--- src/rtl/uart_tx_arbiter_pkg.sv ---
// ---------------------------------------------------------------------------
// uart_tx_arbiter_pkg
// Shared definitions for the UART transmit arbiter: FSM state encoding,
// default burst and idle-timeout limits, and a helper that sizes index
// fields so a single-requester build still gets a 1-bit index.
// ---------------------------------------------------------------------------
package uart_tx_arbiter_pkg;

    typedef logic [0:0] arb_state_t;

    localparam arb_state_t ST_IDLE   = 1'b0;
    localparam arb_state_t ST_LOCKED = 1'b1;

    localparam int DEFAULT_MAX_BURST    = 16;
    localparam int DEFAULT_IDLE_TIMEOUT = 255;

    function automatic int idx_width(input int n);
        return (n > 1) ? $clog2(n) : 1;
    endfunction

endpackage

--- src/rtl/uart_tx_arbiter_rr_picker.sv ---
// ---------------------------------------------------------------------------
// rr_picker
// Purely combinational round-robin search. Starting one past last_grant and
// wrapping modulo N_REQ, returns the first requester whose valid bit is set.
//
// Ports
//   valid       in   N_REQ   request vector
//   last_grant  in   IDX_W   requester that was served most recently
//   found       out  1       at least one request is pending
//   index       out  IDX_W   winning requester (0 when nothing is found)
// ---------------------------------------------------------------------------
module rr_picker #(
    parameter int N_REQ = 4,
    parameter int IDX_W = 2
) (
    input  logic [N_REQ-1:0] valid,
    input  logic [IDX_W-1:0] last_grant,
    output logic             found,
    output logic [IDX_W-1:0] index
);

    // Walk the candidates from farthest to nearest so that the nearest
    // requester after last_grant is written last and therefore wins,
    // which keeps the loop free of early exits.
    always_comb begin
        int               cand;
        logic [IDX_W-1:0] cand_idx;
        found    = 1'b0;
        index    = '0;
        cand     = 0;
        cand_idx = '0;
        for (int k = N_REQ; k >= 1; k--) begin
            cand     = (int'(last_grant) + k) % N_REQ;
            cand_idx = IDX_W'(cand);
            if (valid[cand_idx]) begin
                found = 1'b1;
                index = cand_idx;
            end
        end
    end

endmodule

--- src/rtl/uart_tx_arbiter.sv ---
// ---------------------------------------------------------------------------
// uart_tx_arbiter
// Shares one UART transmit byte channel between N_REQ requesters. A grant is
// held for a whole message and released on the last byte, after MAX_BURST
// bytes, or after IDLE_TIMEOUT consecutive cycles in which the grantee offers
// nothing (the latter also raises a sticky per-requester timeout flag).
//
// Ports
//   clock         in   1             rising-edge clock
//   reset         in   1             synchronous, active-high reset
//   req_valid     in   N_REQ         per-requester byte offered
//   req_data      in   8*N_REQ       per-requester byte, requester i at [8i+7:8i]
//   req_last      in   N_REQ         offered byte ends its message
//   req_ready     out  N_REQ         byte accepted (with req_valid)
//   tx_valid      out  1             byte presented to the transmitter
//   tx_data       out  8             byte to transmit
//   tx_ready      in   1             transmitter accepts the byte
//   busy          out  1             a grant is held
//   grant_id      out  IDX_W         current or most recent grantee
//   timeout_flag  out  N_REQ         sticky "released by timeout" flags
// ---------------------------------------------------------------------------
module uart_tx_arbiter
    import uart_tx_arbiter_pkg::*;
#(
    parameter int N_REQ        = 4,
    parameter int MAX_BURST    = DEFAULT_MAX_BURST,
    parameter int IDLE_TIMEOUT = DEFAULT_IDLE_TIMEOUT,
    localparam int IDX_W       = idx_width(N_REQ)
) (
    input  logic               clock,
    input  logic               reset,
    input  logic [N_REQ-1:0]   req_valid,
    input  logic [8*N_REQ-1:0] req_data,
    input  logic [N_REQ-1:0]   req_last,
    output logic [N_REQ-1:0]   req_ready,
    output logic               tx_valid,
    output logic [7:0]         tx_data,
    input  logic               tx_ready,
    output logic               busy,
    output logic [IDX_W-1:0]   grant_id,
    output logic [N_REQ-1:0]   timeout_flag
);

    localparam int IDLE_W = $clog2(IDLE_TIMEOUT + 1);

    arb_state_t        state;
    logic [IDX_W-1:0]  last_grant;
    logic [4:0]        burst_cnt;
    logic [IDLE_W-1:0] idle_cnt;
    logic [IDLE_W-1:0] idle_next;

    logic              locked;
    logic              sel_valid;
    logic              sel_last;
    logic [7:0]        sel_data;
    logic              transfer;
    logic              end_of_grant;
    logic              timeout_hit;
    logic              pick_found;
    logic [IDX_W-1:0]  pick_index;

    rr_picker #(
        .N_REQ (N_REQ),
        .IDX_W (IDX_W)
    ) u_picker (
        .valid      (req_valid),
        .last_grant (last_grant),
        .found      (pick_found),
        .index      (pick_index)
    );

    assign locked    = (state == ST_LOCKED);
    assign sel_valid = req_valid[grant_id];
    assign sel_last  = req_last[grant_id];
    assign sel_data  = req_data[{grant_id, 3'b000} +: 8];

    // Handshake outputs are masked during the reset cycle so a message being
    // abandoned by reset cannot slip one more byte through.
    assign transfer  = locked & sel_valid & tx_ready & ~reset;
    assign tx_valid  = locked & sel_valid & ~reset;
    assign tx_data   = locked ? sel_data : 8'h00;
    assign busy      = locked;

    // Only the grantee ever sees ready, so at most one bit is set.
    always_comb begin
        req_ready = '0;
        if (locked && !reset) begin
            req_ready[grant_id] = tx_ready;
        end
    end

    // A byte that moves ends the grant if it is the last of its message or
    // the final byte allowed by the burst limit; both together still mean a
    // single release.
    assign end_of_grant = transfer & (sel_last | (burst_cnt == 5'(MAX_BURST - 1)));

    // The timeout only fires on a cycle where the grantee offers nothing, so
    // a transfer can never coincide with it and no flag is raised then.
    assign idle_next   = idle_cnt + IDLE_W'(1);
    assign timeout_hit = locked & ~sel_valid & (idle_next == IDLE_W'(IDLE_TIMEOUT));

    // Main arbiter state. last_grant starts at the top index so requester 0
    // wins the first arbitration after reset, and the released grantee always
    // becomes lowest priority for the next search.
    always_ff @(posedge clock) begin
        if (reset) begin
            state        <= ST_IDLE;
            grant_id     <= '0;
            last_grant   <= IDX_W'(N_REQ - 1);
            burst_cnt    <= '0;
            idle_cnt     <= '0;
            timeout_flag <= '0;
        end else begin
            case (state)
                ST_IDLE: begin
                    if (pick_found) begin
                        grant_id  <= pick_index;
                        state     <= ST_LOCKED;
                        burst_cnt <= '0;
                        idle_cnt  <= '0;
                    end
                end
                ST_LOCKED: begin
                    if (transfer) begin
                        burst_cnt <= burst_cnt + 5'd1;
                    end
                    if (sel_valid) begin
                        idle_cnt <= '0;
                    end else begin
                        idle_cnt <= idle_next;
                    end
                    if (end_of_grant) begin
                        state      <= ST_IDLE;
                        last_grant <= grant_id;
                    end else if (timeout_hit) begin
                        state                  <= ST_IDLE;
                        last_grant             <= grant_id;
                        timeout_flag[grant_id] <= 1'b1;
                    end
                end
                default: begin
                    state <= ST_IDLE;
                end
            endcase
        end
    end

endmodule

--- config.mk ---
export PLATFORM = sky130hd
export DESIGN_NAME = uart_tx_arbiter
export DESIGN_NICKNAME = d
export VERILOG_FILES = /design/src/rtl/uart_tx_arbiter_pkg.sv /design/src/rtl/uart_tx_arbiter_rr_picker.sv /design/src/rtl/uart_tx_arbiter.sv
export SDC_FILE = /design/constraint.sdc
export NUM_CORES = 1
export LEC_CHECK = 0
export BUFFER_PORTS_ARGS = -buffer_cell sky130_fd_sc_hd__buf_2
export CORE_ASPECT_RATIO = 0.5
export CORE_UTILIZATION = 50
export CTS_CLUSTER_SIZE = 25
export DETAILED_ROUTE_END_ITERATION = 10
export PLACE_DENSITY_LB_ADDON = 0.25
export REMOVE_ABC_BUFFERS = 1
export SYNTH_ARGS = -nofsm -noshare
export SYNTH_HDL_FRONTEND = slang
export SYNTH_SLANG_ARGS = --single-unit
--- constraint.sdc ---
create_clock -name clock -period 2.9 [get_ports clock]
set_input_delay 0.435 -clock clock [delete_from_list [all_inputs] [get_ports clock]]
set_output_delay 0.435 -clock clock [all_outputs]
set_load 0.03 [all_outputs]
---- Word level (Yosys, flattened, before mapping) ----
Cells that the tools add are included.
storage, ports and cells
  register bits ........................... 22
  input port bits ......................... 43
  output and inout bits ................... 20
  logic and storage cells ................. 81
operators by class
  add/sub/neg operators ................... 6
  $lt $le $gt $ge ......................... 6
  equal/unequal tests ..................... 4
  shift-type cells ........................ 1
  muxes and demuxes ....................... 36
  bitwise gates (word level) .............. 14
  reductions and logical operators ........ 8
operator list
  cell                 count
  $shiftx 32x6->8      1
  $mux 8               3
  $pmux 8 s2           1
  $lt 2x3->1 const B   5
  $mux 1               14
  $bmux 1 s2           6
  $mux 2               6
  $mux 5               2
  $pmux 5 s2           1
  $add 8x1->8 const B  1
  $eq 8x8->1 const B   1
  $and 1x1->1          7
  $reduce_and 2->1     3
  $add 5x1->5 const B  1
  $eq 5x4->1 const B   1
  $add 2x1->2 const B  2
  $add 2x2->2 const B  2
  $and 4x4->4          1
  $mux 4               1
  $not 1->1            4
  $or 4x4->4           1
  $reduce_and 3->1     1
  $demux 1 s2          1
  $ge 2x1->1 const B   1
  other kinds (7)      8

---- Logic depth before layout (Yosys ltp) ----
  depth after elaboration ................. 9
  mapped depth ............................ 7

---- Modules after synthesis ----
A second synthesis with hierarchy kept.
unflattened totals
  cells, all modules ...................... 184
  area total of the unflattened synthesis .. 1592.8 um^2
modules (own cells, without submodules)
  module           instances  cells an instance  area each (um^2)
  uart_tx_arbiter  1          170                1501.4
  rr_picker        1          14                 91.3

---- Worst setup path after synthesis ----
OpenSTA, ideal clock, no wires.
  path kind ............................... register -> output
  start point ............................. register grant_id[0]
  end point ............................... output port req_ready[1]
  arrival ................................. 1.933 ns
  path slack .............................. 0.532 ns
  stages on the path, launching flop included .. 5
  buffers on the path ..................... 2
  cells stage by stage .................... dfxtp_1 buf_6 clkbuf_1 inv_1 nor3_1
between the ends
  cells in the longest elaborated chain, start to end .. 6
  elaborated cells between the ends (all ways) .. 7
ends and longest elaborated chain
  element                                                         line                    source
  start: declaration                                              uart_tx_arbiter.sv:40   output logic [IDX_W-1:0] grant_id,
  start signal: assignment                                        uart_tx_arbiter.sv:117  grant_id <= pick_index;
  $lt 2x3->1 (not written as such) or $ge 2x1->1 (tied branches)  uart_tx_arbiter.sv:88   req_ready[grant_id] = tx_ready;
  $logic_and 1x1->1 (not written as such)                         uart_tx_arbiter.sv:88
  $mux 1 (not written as such)                                    uart_tx_arbiter.sv:88
  $demux 1 s2 (*)                                                 uart_tx_arbiter.sv:88
  $and 4x4->4 (no source line) (*)                                --
  $mux 4 (*)                                                      uart_tx_arbiter.sv:87   if (locked && !reset) begin
  end: declaration                                                uart_tx_arbiter.sv:35   output logic [N_REQ-1:0] req_ready,
Every way passes the cells marked *; elsewhere a longest branch is shown, timed or not.

---- Final worst setup path ----
  start point ............................. register grant_id[0]
  end point ............................... output port tx_data[7]
between the ends
  cells in the longest elaborated chain, start to end .. 2
ends and longest elaborated chain
  element           line                   source
  $shiftx 32x6->8   uart_tx_arbiter.sv:75  assign sel_data = req_data[{grant_id, 3'b000} +: 8];
  $mux 8            uart_tx_arbiter.sv:81  assign tx_data = locked ? sel_data : 8'h00;
  end: declaration  uart_tx_arbiter.sv:37  output logic [7:0] tx_data,
No other way between the ends.

==> Implementation_results.wiki <==
{| class="wikitable"
! Metric !! Value
|-
| Result of the run || finished clean
|-
| Average detailed-routed wire length per instance || around 14 um
|-
| Hold WC Path Type || reg2reg
|-
| Yosys cell types || slightly above 40
|-
| Number of antenna violations at the first check in global routing || 0
|-
| Capturing element type of the critical path || primary output
|-
| Starting Density || a little over half
|-
| Tmin final || roughly 2.4 ns
|-
| HPWL after DPL || between 2000 and 3000 um
|-
| Final cycle utilization of the critical path || a little over four fifths
|-
| Worst endpoint required time || 2.47 ns
|-
| Number of vias in the routed layout || ~1400
|-
| Die width || 79.2 um
|-
| H-tree Lvls || 1
|-
| Standard-cell row count || 13
|-
| Worst relative slew slack || a little under three fifths
|-
| Num Clock Sinks || 22
|-
| Max-slew violation count || 0
|-
| CP Cell Sequence || buf_4 > mux4_1 > and2_1 > buf_2
|-
| TritonCTS clock tree || done
|-
| Die Height || a little over 40 um
|-
| MaxCap Viol Count || 0
|-
| Asr flop ratio synth || 0%
|-
| Cell taking the most area after synthesis || sky130_fd_sc_hd__dfxtp_1
|-
| Largest net degree at the start of global routing || 25
|-
| Setup repair bufs after CTS || 0
|-
| Transition at the pin with the smallest max-transition slack || 0.650 ns
|-
| Number of inserted diodes || 0
|-
| Total global-route track usage || about 25%
|-
| Total die area || 0.00322 sq mm
|-
| Clock transition at the registers of the reported paths || ~0.080 ns
|-
| Fraction of post-synthesis cell area in the top cell type by area || between 20% and 30%
|-
| Number of buffers inserted by port buffering || 62
|-
| Slowest-stage cell, CP || sky130_fd_sc_hd__dfxtp_1
|-
| Total negative setup slack || 0 ns
|-
| Crit path arrival time || between 1.5 and 2 ns
|-
| Leakage power figure || 0.815 nW
|-
| Detailed-routing iteration count for the pre-antenna-repair pass || 5
|-
| I/O pin cnt || 63
|-
| Total area of sequential cells || roughly 440 sq um
|-
| Fmax || between 400 and 500 MHz
|-
| Final Cell Area || 0.00186 sq mm
|-
| Post-route antenna net violation count || 0
|-
| Placed standard-cell area || between 0.0015 and 0.002 sq mm
|-
| Clock insertion delay at the later pin of the skew report || around 0.26 ns
|-
| Final Setup Violations || 0
|-
| Classification of the worst setup path || reg2out
|-
| Most used DFF post-synth || sky130_fd_sc_hd__dfxtp_1
|-
| Netlist Area Pre-Place || roughly 0.0015 sq mm
|-
| Share of post-route cells with drive strength above 1 || a little over a third
|-
| Clk buf depth || 2
|-
| Largest clock skew in the final design || about 0.0079 ns
|-
| Fillers || 231
|-
| DRC violation count after routing || 0
|-
| Utilization of the core after routing || around two thirds
|-
| Via count of the first global-routing pass || roughly 1300
|-
| Cell at the root of the clock tree || sky130_fd_sc_hd__clkbuf_8
|-
| Category of the worst setup path launch point || flop
|-
| Biggest area contributors in the synthesized netlist || sky130_fd_sc_hd__dfxtp_1 (30%), sky130_fd_sc_hd__mux4_2 (9.1%), sky130_fd_sc_hd__mux4_1 (7.0%)
|-
| Via density per instance || between 5 and 6
|-
| Post-cts repair resize count || 0
|-
| Synth warnings || 0
|-
| Post-synthesis sequential area ratio || 29.5%
|-
| Global-route wire length before repair || a little under 6000 um
|-
| Post-CTS Hold Buffers || 0
|-
| Largest stage delay, worst path || roughly 0.57 ns
|-
| Final hold violations || 0
|-
| Count of mapped cells out of synthesis || 165
|-
| CORE AREA || 0.00272 sq mm
|-
| Unrepaired setup endpoints after global routing || no
|-
| Total power per unit cell area || 358 mW/mm^2
|-
| TritonCTS Buffers || 3
|-
| Area grow syn2layout || 24.6%
|-
| DRT iter0 DRCs || 61
|-
| Final nets || 271
|-
| Area of the multi-input gates || approximately 970 sq um
|-
| Remaining Overflow, GRT || 0
|-
| Syn avg cell area || roughly 9.0 sq um
|-
| Post-synth EDFFs || 0
|-
| Total detailed-routing wirelength || around 3700 um
|-
| Final RePlAce weighted congestion || around 0.8
|-
| Flop and latch count out of synthesis || 22
|-
| Most frequent cell after synthesis || sky130_fd_sc_hd__nor2_1
|-
| Commonest cells in the synthesized netlist || sky130_fd_sc_hd__nor2_1 (23), sky130_fd_sc_hd__dfxtp_1 (22), sky130_fd_sc_hd__a21oi_1 (14), sky130_fd_sc_hd__o21ai_0 (10)
|-
| VDD IR max || about 0.00023 V
|-
| Largest fanout on the critical path || 11
|}
## cell usage in the layout (no fill, tap or decap), drive strengths merged
| cell | count |
|---|---|
| o21bai | 1 |
| nor3 | 5 |
| a41oi | 4 |
| and3 | 1 |
| nor3b | 1 |
| nand4b | 1 |
| ha | 4 |
| o211ai | 1 |
| and3b | 1 |
| nand3b | 1 |
| dfxtp | 22 |
| o21ai | 10 |
| nand3 | 4 |
| xor2 | 2 |
| o221ai | 1 |
| nand2 | 6 |
| or4b | 1 |
| and2 | 8 |
| a21oi | 16 |
| a2111oi | 1 |
| or3 | 4 |
| nor4 | 1 |
| o21a | 1 |
| inv | 6 |
| mux4 | 10 |
| or3b | 1 |
| nor2b | 5 |
| and2b | 1 |
| a31oi | 1 |
| buf | 66 |
| xnor2 | 1 |
| nand2b | 1 |
| nor2 | 23 |
| clkbuf | 3 |
| nand4 | 2 |
| mux2i | 5 |
## critical path, delay by kind of cell (launching register included)
family / cells / cell delay (ns)
buf+inv: 2 / 0.44
flops: 1 / 0.57
mux: 1 / 0.55
simple gates: 1 / 0.16
## metrics by stage
step | setup WS, ns | hold WS (ns) | cells | power, W
final | 0.479 | 0.473 | 259 | 0.000664
after global routing | 0.349 | 0.506 | 259 | 0.000700
after CTS | 0.458 | 0.484 | 259 | 0.000672
after detailed placement | 0.713 | 0.467 | 256 | 0.000487
after global placement | 0.784 | 0.445 | 256 | 0.000482
after floorplan | 0.500 | 0.435 | 153 | 0.000422
## cells by family (layout without fill, tap and decap cells)
group,Yosys count,after routing,share of synthesized area [%]
compound gates,36,36,15.9
fa+ha+maj,4,4,3.36
flops,22,22,29.5
xor+xnor,3,3,1.76
simple gates,67,67,24.3
mux,15,15,19.5
buf+inv,18,75,5.62
## sequential cells by signal, indices dropped and copies added (netlist names)
register      cells
idle_cnt          8
burst_cnt         5
timeout_flag      4
grant_id          2
last_grant        2
busy              1
## layer usage
layer	GRT usage (%)	part of all wire, %	vias up	wire [um]
li1	-	-	719	-
met1	26.5	42	676	1540
met2	50.6	53	34	1940
met3	6.44	4.7	4	174
met4	6.82	0.73	0	27
met5	0	0	-	0
## layout make-up
type | count | area share, %
clock buffers | 3 | 2.22
inverters | 6 | 1.21
flip-flops and latches | 22 | 23.7
well taps | 37 | 2.49
multi-input cells | 125 | 52.1
repair buffers | 66 | 18.3
## report_power, final
group	internal, W	total (W)	switching [W]	leakage [nW]
Clock	0.0000925	0.000185	0.0000925	0.0216
Sequential	0.000307	0.000318	0.0000109	0.178
Combinational	0.0000765	0.000162	0.0000850	0.615
## path summary, 6_finish.rpt
kind / cells after the start / startpoint / slack, ns / endpoint
worst max-delay path: 4 / grant_id[0] / 0.48 / tx_data[7]
worst min-delay path: 2 / timeout_flag[0] / 0.47 / timeout_flag[0]
worst max register to register: 4 / grant_id[0] / 0.68 / idle_cnt[5]
worst min register to register: 2 / timeout_flag[0] / 0.47 / timeout_flag[0]
Power figures use the tool's default switching activity.
